## config.mk

```make
export PLATFORM = sky130hd
export DESIGN_NAME = term_writer
export DESIGN_NICKNAME = d
export VERILOG_FILES = /design/src/rtl/term_pkg.sv /design/src/rtl/term_writer.sv
export SDC_FILE = /design/constraint.sdc
export NUM_CORES = 1
export LEC_CHECK = 0
export CORE_UTILIZATION = 50
export DETAILED_ROUTE_END_ITERATION = 10
export GPL_TIMING_DRIVEN = 0
export HOLD_SLACK_MARGIN = 0.08
export MAX_ROUTING_LAYER = met4
export PLACE_DENSITY = 0.76
export SETUP_SLACK_MARGIN = 0.1
export SLEW_MARGIN = 15
export SYNTH_ARGS = -nofsm -noshare
export SYNTH_HDL_FRONTEND = slang
export SYNTH_SLANG_ARGS = --single-unit
```

## constraint.sdc

```tcl
create_clock -name clk -period 2 [get_ports clk]
set_input_delay 0.2 -clock clk [delete_from_list [all_inputs] [get_ports clk]]
set_output_delay 0.2 -clock clk [all_outputs]
set_load 0.02 [all_outputs]
```

## src/rtl/term_pkg.sv

```systemverilog
// Shared screen geometry, control codes and writer state encoding for the
// terminal text buffer blocks.
package term_pkg;
  localparam int COLS   = 40;
  localparam int ROWS   = 24;
  localparam int SCREEN = COLS * ROWS;

  localparam logic [7:0] BLANK = 8'h20;

  localparam logic [7:0] BS = 8'h08;
  localparam logic [7:0] LF = 8'h0A;
  localparam logic [7:0] FF = 8'h0C;
  localparam logic [7:0] CR = 8'h0D;

  typedef enum logic [2:0] {
    IDLE,
    SCR_RD,
    SCR_WR,
    CLR_ROW,
    CLR_ALL
  } wr_state_e;

  function automatic logic is_printable(input logic [7:0] c);
    return (c >= 8'h20) && (c <= 8'h7E);
  endfunction
endpackage

```

## src/rtl/term_writer.sv

```systemverilog
// Writes a character/control-code stream into the text buffer at the cursor,
// scrolling the screen up by one row when the cursor runs off the end.
module term_writer
  import term_pkg::*;
#(
  parameter int         COLS  = term_pkg::COLS,
  parameter int         ROWS  = term_pkg::ROWS,
  parameter int         AW    = 10,
  parameter logic [7:0] BLANK = term_pkg::BLANK
) (
  input  logic          clk,
  input  logic          rst,
  input  logic [7:0]    i_char,
  input  logic          i_char_v,
  output logic          o_ready,
  output logic          o_wen,
  output logic [AW-1:0] o_addr,
  output logic [7:0]    o_wdata,
  input  logic [7:0]    i_rdata,
  output logic [AW-1:0] o_cursor
);

  localparam logic [AW-1:0] L_ONE     = AW'(1);
  localparam logic [AW-1:0] L_COLS    = AW'(COLS);
  localparam logic [AW-1:0] L_COLM1   = AW'(COLS - 1);
  localparam logic [AW-1:0] L_LASTROW = AW'(COLS * (ROWS - 1));
  localparam logic [AW-1:0] L_SCR_END = AW'(COLS * (ROWS - 1) - 1);
  localparam logic [AW-1:0] L_LAST    = AW'(COLS * ROWS - 1);

  wr_state_e     r_state,  w_state;
  logic [AW-1:0] r_idx,    w_idx;
  logic [AW-1:0] r_cursor, w_cursor;
  logic [AW-1:0] r_col,    w_col;
  logic          r_wen,    w_wen;
  logic [AW-1:0] r_addr,   w_addr;
  logic [7:0]    r_wdata,  w_wdata;
  logic          r_rdsel,  w_rdsel;
  logic          w_accept;

  assign w_accept = i_char_v && (r_state == IDLE);

  always_ff @(posedge clk or negedge rst) begin
    if (!rst) begin
      r_state  <= IDLE;
      r_idx    <= '0;
      r_cursor <= '0;
      r_col    <= '0;
      r_wen    <= 1'b0;
      r_addr   <= '0;
      r_wdata  <= '0;
      r_rdsel  <= 1'b0;
    end else begin
      r_state  <= w_state;
      r_idx    <= w_idx;
      r_cursor <= w_cursor;
      r_col    <= w_col;
      r_wen    <= w_wen;
      r_addr   <= w_addr;
      r_wdata  <= w_wdata;
      r_rdsel  <= w_rdsel;
    end
  end

  // The buffer port is driven one cycle behind the state that requested the
  // access, so the printable write that triggers a scroll gets the port first.
  // Scroll writes take their data straight from the read issued the cycle before.
  always_comb begin
    w_state  = r_state;
    w_idx    = r_idx;
    w_cursor = r_cursor;
    w_col    = r_col;
    w_wen    = 1'b0;
    w_addr   = r_addr;
    w_wdata  = r_wdata;
    w_rdsel  = 1'b0;
    unique case (r_state)
      IDLE: begin
        if (w_accept) begin
          if (is_printable(i_char)) begin
            w_wen   = 1'b1;
            w_addr  = r_cursor;
            w_wdata = i_char;
            if (r_cursor == L_LAST) begin
              w_cursor = L_LASTROW;
              w_col    = '0;
              w_idx    = '0;
              w_state  = SCR_RD;
            end else begin
              w_cursor = r_cursor + L_ONE;
              w_col    = (r_col == L_COLM1) ? '0 : r_col + L_ONE;
            end
          end else begin
            case (i_char)
              CR: begin
                w_cursor = r_cursor - r_col;
                w_col    = '0;
              end
              LF: begin
                if (r_cursor < L_LASTROW) begin
                  w_cursor = r_cursor + L_COLS;
                end else begin
                  w_idx   = '0;
                  w_state = SCR_RD;
                end
              end
              BS: begin
                if (r_col != '0) begin
                  w_cursor = r_cursor - L_ONE;
                  w_col    = r_col - L_ONE;
                end
              end
              FF: begin
                w_cursor = '0;
                w_col    = '0;
                w_idx    = '0;
                w_state  = CLR_ALL;
              end
              default: ;
            endcase
          end
        end
      end
      SCR_RD: begin
        w_addr  = r_idx + L_COLS;
        w_state = SCR_WR;
      end
      SCR_WR: begin
        w_wen   = 1'b1;
        w_addr  = r_idx;
        w_rdsel = 1'b1;
        w_idx   = r_idx + L_ONE;
        w_state = (r_idx == L_SCR_END) ? CLR_ROW : SCR_RD;
      end
      CLR_ROW, CLR_ALL: begin
        w_wen   = 1'b1;
        w_addr  = r_idx;
        w_wdata = BLANK;
        if (r_idx == L_LAST) begin
          w_idx   = '0;
          w_state = IDLE;
        end else begin
          w_idx = r_idx + L_ONE;
        end
      end
      default: w_state = IDLE;
    endcase
  end

  assign o_ready  = (r_state == IDLE);
  assign o_wen    = r_wen;
  assign o_addr   = r_addr;
  assign o_wdata  = r_rdsel ? i_rdata : r_wdata;
  assign o_cursor = r_cursor;

endmodule

```

=== Word-level counts from Yosys, hierarchy flattened ===
Cells that the tools add are included.
W data, S select, Z words.

* Bits of input ports: 19
* Logic and storage cells: 93
* Flip-flop bits (word level): 53

* $add $sub $neg: 8
* $lt $le $gt $ge: 3
* Mux-type cells: 36
* Equal/unequal tests: 20
* Reductions and logical operators: 18

{| class="wikitable"
|+ Operators by type and width
! operator !! number
|-
| $mux W10 || 15
|-
| $pmux W10 S3 || 2
|-
| $pmux W10 S2 || 2
|-
| $pmux W10 S4 || 1
|-
| $eq A8 B4 Y1 const B || 4
|-
| $add A10 B1 Y10 const B || 3
|-
| $eq A10 B10 Y1 const B || 3
|-
| $mux W8 || 3
|-
| $add A10 B6 Y10 const B || 2
|-
| $sub A10 B1 Y10 const B || 2
|-
| $pmux W8 S2 || 1
|-
| $mux W3 || 5
|-
| $reduce_and A5 Y1 || 3
|-
| $pmux W3 S4 || 1
|-
| $eq A10 B6 Y1 const B || 1
|-
| $lt A10 B10 Y1 const B || 1
|-
| $reduce_bool A10 Y1 || 1
|-
| $sub A10 B10 Y10 || 1
|-
| $reduce_bool A3 Y1 || 3
|-
| $ge A8 B6 Y1 const B || 1
|-
| $le A8 B7 Y1 const B || 1
|-
| $eq A3 B2 Y1 const B || 2
|-
| $ne A3 B3 Y1 const B || 2
|-
| $pmux W3 S2 || 1
|-
| 18 further kinds || 24
|}

=== Logic depth before layout (Yosys ltp) ===
Gate-level depths: netlist (run 1).

* Word-level depth: 6
* Mapped depth: 14

=== Worst setup path after synthesis (run 1) ===
Ideal clock, no wire load.

* Path type: input to register
* Start: input i_char[2]
* End: register r_cursor[3] (netlist: o_cursor[3])
* Slack: -359 ps
* Cell stages on the path: 13
* Path buffers: 2
* Required time: 1862 ps
* Arrival: 2221 ps
* Path through: buf_2 nor3_1 nand3_1 buf_2 nand2_1 ha_1 nor2b_1 o21a_1 or3_1 a31oi_1 o21ai_0 a21oi_1 o31ai_1

* Longest elaborated chain between the ends: 4
* Elaborated cells between the ends (all ways): 13

{| class="wikitable"
|+ Ends and longest elaborated chain
! element !! line !! text
|-
| start, declared || term_writer.sv:13 || <nowiki>input logic [7:0] i_char,</nowiki>
|-
| $ge A8 B6 Y1 / $le A8 B7 Y1 (equally long branches) || term_pkg.sv:24 || <nowiki>return (c >= 8'h20) && (c <= 8'h7E);</nowiki>
|-
| $logic_and A1 B1 Y1 || term_pkg.sv:24 ||
|-
| $ne A3 B3 Y1 (no line) / $reduce_bool A5 Y1 (equally long branches) || -- ||
|-
| $reduce_and A5 Y1 (no line) || -- ||
|-
| end signal, assigned || term_writer.sv:55 || <nowiki>r_cursor <= w_cursor;</nowiki>
|-
| end, declared || term_writer.sv:32 || <nowiki>logic [AW-1:0] r_cursor, w_cursor;</nowiki>
|}

Several ways; a longest one is shown, not always the timed one.
A chain may end at the register's enable or synchronous reset.

=== Worst setup path after layout (run 1) ===
* Start: register r_col[0]
* End: register r_cursor[8] (netlist: o_cursor[8])

* Longest elaborated chain between the ends: 3
* Elaborated cells between the ends (all ways): 6

{| class="wikitable"
|+ Ends and longest elaborated chain
! element !! line !! text
|-
| start, declared || term_writer.sv:33 || <nowiki>logic [AW-1:0] r_col, w_col;</nowiki>
|-
| start signal, assigned || term_writer.sv:56 || <nowiki>r_col <= w_col;</nowiki>
|-
| $sub A10 B10 Y10 / $reduce_bool A10 Y1 (equally long branches) || term_writer.sv:95, term_writer.sv:107 ||
|-
| $pmux W10 S4 / $ne A3 B3 Y1 (equally long branches) || -- ||
|-
| $mux W10 / $reduce_and A5 Y1 (equally long branches) || -- ||
|}

Several ways; a longest one is shown, not always the timed one.

==> impl_metrics.yaml, run 1 <==
routing:
  wl_met1_um: 5440
  wl_met3_um: 1040
  dr_wl_met2_um: 6070
  drtPass1Iterations: 6
  drt_wl_total_um: 12700
  ant_nets: 0
  drt_iter0_drc: 321
  avgRoutedWirePerCell_um: 18.3
  detail_route.vias_per_cell: 6.21
  vias: 4313
  route.detailed.drc: 0
  top_layer: "met4"
synthesis:
  async_flop_share_pct: 100
  syn_avg_cell_area_um2: 8.36
  ys_seq_area_share_pct: 32.6
  ys_ff_latch: 53
  synth-main-ff-cell: "dfrtp_1"
  syn_area_um2: 4070
  synthCells: 487
  yosysWarnings: 0
  synth.area.top_cells: "dfrtp_1 (33%), nand2_1 (5.9%), ha_1 (4.9%)"
  synth_edf_count: 0
  yosys.area.top_type: "dfrtp_1"
  syn_nets: 523
  synth.distinct_cells: 76
  synth.top_cell.area_share_pct: 32.6
pwr:
  p_sw_mw: 4.48
  combPwrFrac_pct: 70.5
  power_density_nw_per_um2: 1620
  clkPwrFrac_pct: 7.0
  seqPwrFrac_pct: 22.5
  internal_power_mw: 4.84
  p_leak_nw: 2.36
  ir_drop_mv: 1.21
  swShare_pct: 48.0
final_layout:
  layout-drive-gt1-share_pct: 35.1
  multi_input_area_um2: 3050
  fin_area_um2: 5750
  nets: 627
  seqCellArea_um2: 1340
  layout_common_cells: "nand2_1 (60), nor2_1 (42), dfrtp_1 (41), buf_4 (40), clkdlybuf4s50_1 (30)"
  final_common_cell: "nand2_1"
  fin_util_pct: 73.7
  antennaDiodeCount: 0
  fillCellCount: 591
  fin_cells: 694
  synthToLayoutAreaGrowth_pct: 41.3
clock_network:
  htree_num_levels: 2
  path_clk_slew_ns: 0.11
  clockBufferDepth: 2
  insertion_delay_ns: 0.31
  cts_tree: "yes"
  clock_sinks: 53
  cts_buffers: 5
  root_buffer: "clkbuf_8"
global_routing:
  antenna_found_initial: 0
  gr-total-overflow: 0
  grt_max_degree: 54
  grt_pass1_wl_um: 20100
  grt_pass1_vias: 4074
  track_usage_pct: 30.6
setup_path:
  regToRegEndpoint: "o_cursor[8]"
  cp.required_ns: 2.24
  worstReg2RegStart: "r_col[0]"
  rrSetupSlack_ns: -0.14
  reg2reg_depth: 11
  critPathKind: "reg -> reg"
  critPathLaunch: "r_col[0]"
  cp-start-kind: "register"
  end_kind: "register"
  critPathMaxFanout: 2
  crit_arrival_ns: 2.38
min_path:
  holdPathStages: 3
  holdCritStartpoint: "i_char[1]"
  hp-class: "in -> reg"
  hold_path_end: "r_wdata[1]"
sta:
  fin_worst_skew_ns: 0.00731
  finalMaxSlewViolations: 0
  max_slew_margin_pct: 52.1
  rsz0062_at_grt: "true"
  fin_ws_ns: -0.140
  finalSetupViolCount: 8
  min_period_over_period_pct: 107
  max_freq_mhz: 467
  hold_viol: 0
  tightest_slew_ns: 0.718
  min_period_ns: 2.14
  setup_tns_ns: -0.445
run_status:
  status: "finished with violations"
  violations: "setup timing"
placement:
  place_inst: 635
  placed_area_um2: 4760
  hpwl_um: 8060
  port_buffers: 46
  gp_congestion: 0.956
die:
  fp.dieW_um: 92.2
  die_height_um: 92.2
  core_um2: 7810
  rows: 32
  fp.dieArea_um2: 8510
  ios: 49
  start_util_pct: 52.1
job:
  drv_cap: 0
-- cells by family (layout without fill, tap and decap cells) --
| kind of cell | after synthesis | in the layout | synth area share [%] |
|---|---|---|---|
| compound gates | 158 | 159 | 27.0 |
| simple gates | 191 | 192 | 22.8 |
| flops | 53 | 53 | 32.6 |
| buf+inv | 41 | 144 | 5.47 |
| fa+ha+maj | 17 | 17 | 5.41 |
| mux | 13 | 13 | 3.78 |
| xor+xnor | 14 | 14 | 3.01 |
-- synth_stat cells (all sizes together), types with 8 or more instances --
master and instances:
a21oi 39, a221oi 8, a22oi 9, a31oi 12, buf 17, clkbuf 8, dfrtp 53, ha 16
inv 15, mux2 9, nand2 67, nand3 25, nor2 50, nor2b 9, o21ai 37, o22ai 13
o31ai 9, xnor2 8
-- layer usage --
layer  vias up  global-route usage, %
met4         0                   7.16
met2       199                   49.0
met3        23                   6.63
met1      2100                   39.6
li1       1991                      -
met5         -                      -
-- how the worst max path moves through the flow --
stage             endpoint  slack (ns)  cells after the start
3_3_place_gp   o_cursor[0]       -1.19                      1
4_1_cts        o_cursor[8]       -0.13                     11
5_1_grt        o_cursor[8]       -0.24                     11
6_report       o_cursor[8]       -0.14                     11
2_1_floorplan  o_cursor[3]       -0.16                     13
3_5_place_dp   o_cursor[8]       -0.94                     14
-- registers in the layout, indices dropped and copies added, names as in the netlist --
name / count
o_addr: 10
o_wen: 1
r_wdata: 8
r_idx: 10
r_rdsel: 1
r_col: 10
r_state: 3
o_cursor: 10
-- timing repair --
action,in CTS,in global routing
gates cloned,3,0
hold endpoints to repair,54,0
endpoints found under the setup margin,47,41
resized for setup,99,68
buffers inserted,34,13
pin swaps,32,30
hold buffers,2,0
-- power by group through the flow --
stage	clock, mW	combinational [mW]	sequential (mW)
floorplan	0	3.52	2.17
global placement	0	5.04	2.03
detailed placement	0	5.16	2.05
CTS	0.673	5.95	2.04
global route	0.708	7.11	2.15
finish	0.653	6.57	2.10
-- through the flow --
stage | setup WS [ns] | total power [mW] | hold WS, ns
detailed placement | -0.938 | 7.21 | 0.301
finish | -0.140 | 9.32 | 0.124
global route | -0.237 | 9.96 | 0.146
CTS | -0.131 | 8.66 | 0.125
global placement | -1.19 | 7.08 | 0.435
floorplan | -0.156 | 5.69 | -0.0956
-- critical path, cell delays in order (launching register included) --
cell,delay (ns)
dfrtp_1,0.40
inv_2,0.08
nand2_4,0.05
ha_4,0.17
fa_2,0.37
nor2b_4,0.15
o31a_1,0.19
o21ai_2,0.08
a21oi_2,0.13
xor2_1,0.16
nand2_1,0.08
a31oi_1,0.19
-- cell type report --
| cell class | instances | area share (%) |
|---|---|---|
| tap | 102 | 2.22 |
| multi-input combinational | 395 | 53.0 |
| timing repair buffer | 96 | 15.3 |
| inverter | 16 | 1.13 |
| sequential | 53 | 23.3 |
| buffer | 24 | 3.52 |
| clock buffer | 5 | 1.20 |
| clock inverter | 3 | 0.370 |
Note: power is estimated with default switching activity, not from simulation.
==> inputs of run 2 (changes only) <==
- PLACE_DENSITY: 0.76 -> unset
- PLACE_DENSITY_LB_ADDON: unset -> 0.08
==> run 2 against run 1 <==
Net effect: the run still ends with setup timing left; highest routed layer unchanged; largest cell class unchanged; sequential share of layout area fell by 0.39 points; largest power group unchanged; clock power up 3%; global-route usage shrank 1.5 points.
==> impl_metrics.yaml, run 2 (same netlist as run 1, synthesis figures left out) <==
placement:
  port_buffers: 46
  place_ws_ns: -0.935
  place_inst: 635
  hpwl_um: 7960
  gp_congestion: 0.886
setup_path:
  end_kind: "register"
  critPathMaxFanout: 2
  cp-start-kind: "register"
  crit_arrival_ns: 2.35
  critPathKind: "reg -> reg"
  cp.required_ns: 2.24
min_path:
  hp-class: "in -> reg"
pwr:
  clkPwrFrac_pct: 6.9
  internal_power_mw: 5.16
  ir_drop_mv: 1.43
  swShare_pct: 46.9
  p_leak_nw: 2.39
  seqPwrFrac_pct: 21.7
  combPwrFrac_pct: 71.5
  power_density_nw_per_um2: 1670
  p_sw_mw: 4.56
routing:
  route.detailed.drc: 0
  avgRoutedWirePerCell_um: 18.1
  drtPass1Iterations: 5
  drt_wl_total_um: 12600
  detail_route.vias_per_cell: 6.10
  drt_iter0_drc: 250
  vias: 4263
  ant_nets: 0
clock_network:
  path_clk_slew_ns: 0.11
  clockBufferDepth: 2
  root_buffer: "clkbuf_8"
  cts_tree: "yes"
  cts_buffers: 5
  insertion_delay_ns: 0.31
  clock_sinks: 53
  htree_num_levels: 2
sta:
  hold_viol: 0
  tightest_slew_ns: 0.707
  min_period_over_period_pct: 106
  max_slew_margin_pct: 52.8
  fin_worst_skew_ns: 0.0131
  setup_tns_ns: -0.308
  min_period_ns: 2.11
  finalSetupViolCount: 7
  max_freq_mhz: 474
  fin_ws_ns: -0.112
  fin_hold_ws_ns: 0.0950
  finalMaxSlewViolations: 0
  rsz0062_at_grt: "true"
final_layout:
  layout_common_cells: "nand2_1 (60), buf_4 (44), dfrtp_1 (44), nor2_1 (43), clkdlybuf4s50_1 (35)"
  fillCellCount: 569
  synthToLayoutAreaGrowth_pct: 43.3
  seqCellArea_um2: 1340
  layout-drive-gt1-share_pct: 35.5
  antennaDiodeCount: 0
  final_common_cell: "nand2_1"
  fin_cells: 699
  nets: 632
  multi_input_area_um2: 3060
global_routing:
  grt_pass1_vias: 3848
  grt_max_degree: 54
  track_usage_pct: 29.0
  antenna_found_initial: 0
  gr-total-overflow: 0
  grt_pass1_wl_um: 19000
die:
  ios: 49
  core_um2: 7810
  die_height_um: 92.2
  rows: 32
  fp.dieArea_um2: 8510
  start_util_pct: 52.1
  fp.dieW_um: 92.2
run_status:
  status: "finished with violations"
  violations: "setup timing"
job:
  drv_cap: 0
run 2: final timing paths:
kind                       depth (start not counted)       from           to  slack (ns)
max                                               11   r_col[0]  o_cursor[8]       -0.11
min                                                3  i_char[4]   r_wdata[4]         0.1
max reg2reg                                       11   r_col[0]  o_cursor[8]       -0.11
min reg2reg                                        1  o_addr[5]    o_addr[5]        0.51
max in group asynchronous                          2        rst     r_col[1]        1.02
min in group asynchronous                          2        rst     r_idx[6]        0.46
run 2: timing repair:
action / 4_1_cts / 5_1_grt
pin swaps: 25 / 28
hold buffers: 1 / 0
resized for setup: 84 / 85
setup endpoints to repair: 47 / 48
gates cloned: 4 / 2
endpoints found under the hold margin: 53 / 0
setup buffers: 25 / 26
run 2: per-layer routing:
layer	GRT usage, %	share of wire, %
met1	37.9	43
met2	47.1	47
met3	3.81	6.2
met4	8.98	3.1
met5	-	0
run 2: stage by stage:
stage	util (%)	power (mW)	area [um2]
3_3_place_gp	61.0	7.09	4770
5_1_grt	74.7	10.4	5840
3_5_place_dp	61.0	7.22	4760
6_report	74.7	9.72	5840
4_1_cts	68.1	8.56	5320
2_1_floorplan	-	5.69	4180
run 2: worst max-delay path, cell delays in order (launching register included):
cell	delay, ns
dfrtp_1	0.40
inv_2	0.09
nand2_4	0.06
ha_4	0.16
fa_2	0.34
nor2b_2	0.13
o31a_1	0.18
o21ai_2	0.08
a21oi_2	0.15
xor2_1	0.16
nand2_1	0.07
a31oi_1	0.20
run 2: power by group through the flow:
| stage | combinational [mW] | clock (mW) | sequential, mW |
|---|---|---|---|
| floorplan | 3.52 | 0 | 2.17 |
| global placement | 5.05 | 0 | 2.04 |
| detailed placement | 5.16 | 0 | 2.06 |
| CTS | 5.83 | 0.669 | 2.07 |
| global route | 7.48 | 0.716 | 2.17 |
| finish | 6.95 | 0.670 | 2.11 |
run 2: final cells by class:
| cell class | count | area share [%] |
|---|---|---|
| multi-input cells | 395 | 52.4 |
| flip-flops and latches | 53 | 22.9 |
| repair buffers | 101 | 16.1 |
| plain buffers | 24 | 3.69 |
| well taps | 102 | 2.19 |
| clock buffers | 7 | 1.48 |
| inverters | 16 | 1.11 |
| clock inverters | 1 | 0.129 |
==> inputs of run 3 (changes only) <==
- CORE_MARGIN: unset -> 3
- CTS_BUF_LIST: unset -> sky130_fd_sc_hd__clkbuf_4 sky130_fd_sc_hd__clkbuf_8
==> run 3 against run 2 <==
Net effect: the run still ends with setup timing left; wire length up 1.7%; die area up 8.9%; sequential power about the same; largest cell class unchanged.
==> impl_metrics.yaml, run 3 (same netlist as run 1, synthesis figures left out) <==
run_status:
  status: "finished with violations"
  violations: "setup timing"
sta:
  finalSetupViolCount: 11
  min_period_over_period_pct: 107
  rsz0062_at_grt: "true"
  max_slew_margin_pct: 47.5
  hold_viol: 0
  min_period_ns: 2.13
  fin_ws_ns: -0.130
  finalMaxSlewViolations: 0
  fin_worst_skew_ns: 0.0194
  tightest_slew_ns: 0.788
  max_freq_mhz: 469
placement:
  hpwl_um: 8080
  port_buffers: 46
  place_inst: 635
  place_ws_ns: -0.963
  gp_congestion: 0.897
pwr:
  clkPwrFrac_pct: 8.1
  ir_drop_mv: 1.29
  combPwrFrac_pct: 70.5
  p_leak_nw: 2.40
  seqPwrFrac_pct: 21.4
  swShare_pct: 46.4
  p_sw_mw: 4.60
  internal_power_mw: 5.32
  power_density_nw_per_um2: 1690
die:
  fp.dieArea_um2: 9260
  fp.dieW_um: 96.2
  core_um2: 7810
  start_util_pct: 52.1
  rows: 32
  ios: 49
  die_height_um: 96.2
setup_path:
  end_kind: "register"
  critPathKind: "reg -> reg"
  critPathMaxFanout: 2
  crit_arrival_ns: 2.37
  cp.required_ns: 2.24
  cp-start-kind: "register"
routing:
  drtPass1Iterations: 5
  avgRoutedWirePerCell_um: 18.4
  route.detailed.drc: 0
  vias: 4276
  drt_iter0_drc: 324
  ant_nets: 0
  drt_wl_total_um: 12800
  detail_route.vias_per_cell: 6.13
global_routing:
  met3_usage_pct: 3.05
  grt_pass1_wl_um: 19600
  antenna_found_initial: 0
  grt_busiest_layer: "met2"
  grt_pass1_vias: 3974
  track_usage_pct: 27.6
  gr-total-overflow: 0
  grt_max_degree: 54
  grt.met1_usage_pct: 37.4
  grt_use_met2_pct: 44.3
job:
  drv_cap: 0
final_layout:
  antennaDiodeCount: 0
  nets: 631
  fin_cells: 698
  fin_util_pct: 75.4
  fillCellCount: 583
  synthToLayoutAreaGrowth_pct: 44.6
  layout_common_cells: "nand2_1 (58), dfrtp_1 (47), nor2_1 (42), buf_4 (38), clkdlybuf4s50_1 (35)"
  layout-drive-gt1-share_pct: 35.4
  final_common_cell: "nand2_1"
clock_network:
  clock_sinks: 53
  root_buffer: "clkbuf_8"
  cts_buffers: 5
  clockBufferDepth: 2
  insertion_delay_ns: 0.32
  path_clk_slew_ns: 0.11
  cts_tree: "yes"
  htree_num_levels: 2
min_path:
  hp-class: "in -> reg"
run 3: final timing paths:
check / endpoint / cells past startpoint / slack [ns] / start
hold reg to reg: o_addr[3] / 1 / 0.50 / o_addr[3]
setup / recovery: o_cursor[8] / 11 / -0.13 / r_col[0]
hold / removal: r_wdata[3] / 3 / 0.10 / i_char[3]
max in group asynchronous: r_rdsel / 2 / 0.97 / rst
min in group asynchronous: r_idx[7] / 2 / 0.46 / rst
setup reg to reg: o_cursor[8] / 11 / -0.13 / r_col[0]
run 3: power by group through the flow:
stage	Combinational [mW]	Clock [mW]	Sequential (mW)
after floorplan	3.52	0	2.17
after global placement	5.06	0	2.03
after detailed placement	5.18	0	2.05
after CTS	6.29	0.800	2.09
after global routing	7.52	0.849	2.18
final	7.00	0.802	2.12
run 3: area by class of cell:
class	instances	area [um2]	area share, %
plain buffers	24	206	3.51
clock inverters	2	37.5	0.637
repair buffers	102	965	16.4
flip-flops and latches	53	1330	22.7
well taps	102	128	2.17
multi-input cells	393	3070	52.1
inverters	16	65.1	1.10
clock buffers	6	82.6	1.40
run 3: critical path, cell delays in order, from the launching register on:
cell and delay (ns):
dfrtp_1 0.40, inv_2 0.09, nand2_4 0.06, ha_4 0.16, fa_2 0.34, nor2b_2 0.14, o31a_1 0.18, o21ai_2 0.08
a21oi_2 0.16, xor2_1 0.16, nand2_1 0.07, a31oi_1 0.20
run 3: through the flow:
| stage | hold slack [ns] | area, um2 | total power, mW | setup TNS, ns |
|---|---|---|---|---|
| finish | 0.101 | 5890 | 9.92 | -0.613 |
| global route | 0.110 | 5890 | 10.5 | -2.09 |
| CTS | 0.130 | 5620 | 9.17 | -0.237 |
| detailed placement | 0.299 | 4760 | 7.23 | -16.65 |
| global placement | 0.441 | 4770 | 7.09 | -65.79 |
| floorplan | -0.0956 | 4180 | 5.69 | -0.800 |
run 3: per-layer routing:
layer | routed length, um | vias up
met5 | 0 | -
met4 | 242 | 0
met3 | 746 | 21
met2 | 6320 | 166
met1 | 5540 | 2095
li1 | - | 1994
run 3: timing repair:
action / in CTS / in global routing
cloned: 2 / 0
hold endpoints to repair: 53 / 0
pin swaps: 45 / 22
hold buffers: 1 / 0
gates resized for setup: 122 / 42
setup buffers: 40 / 13
setup endpoints to repair: 45 / 44
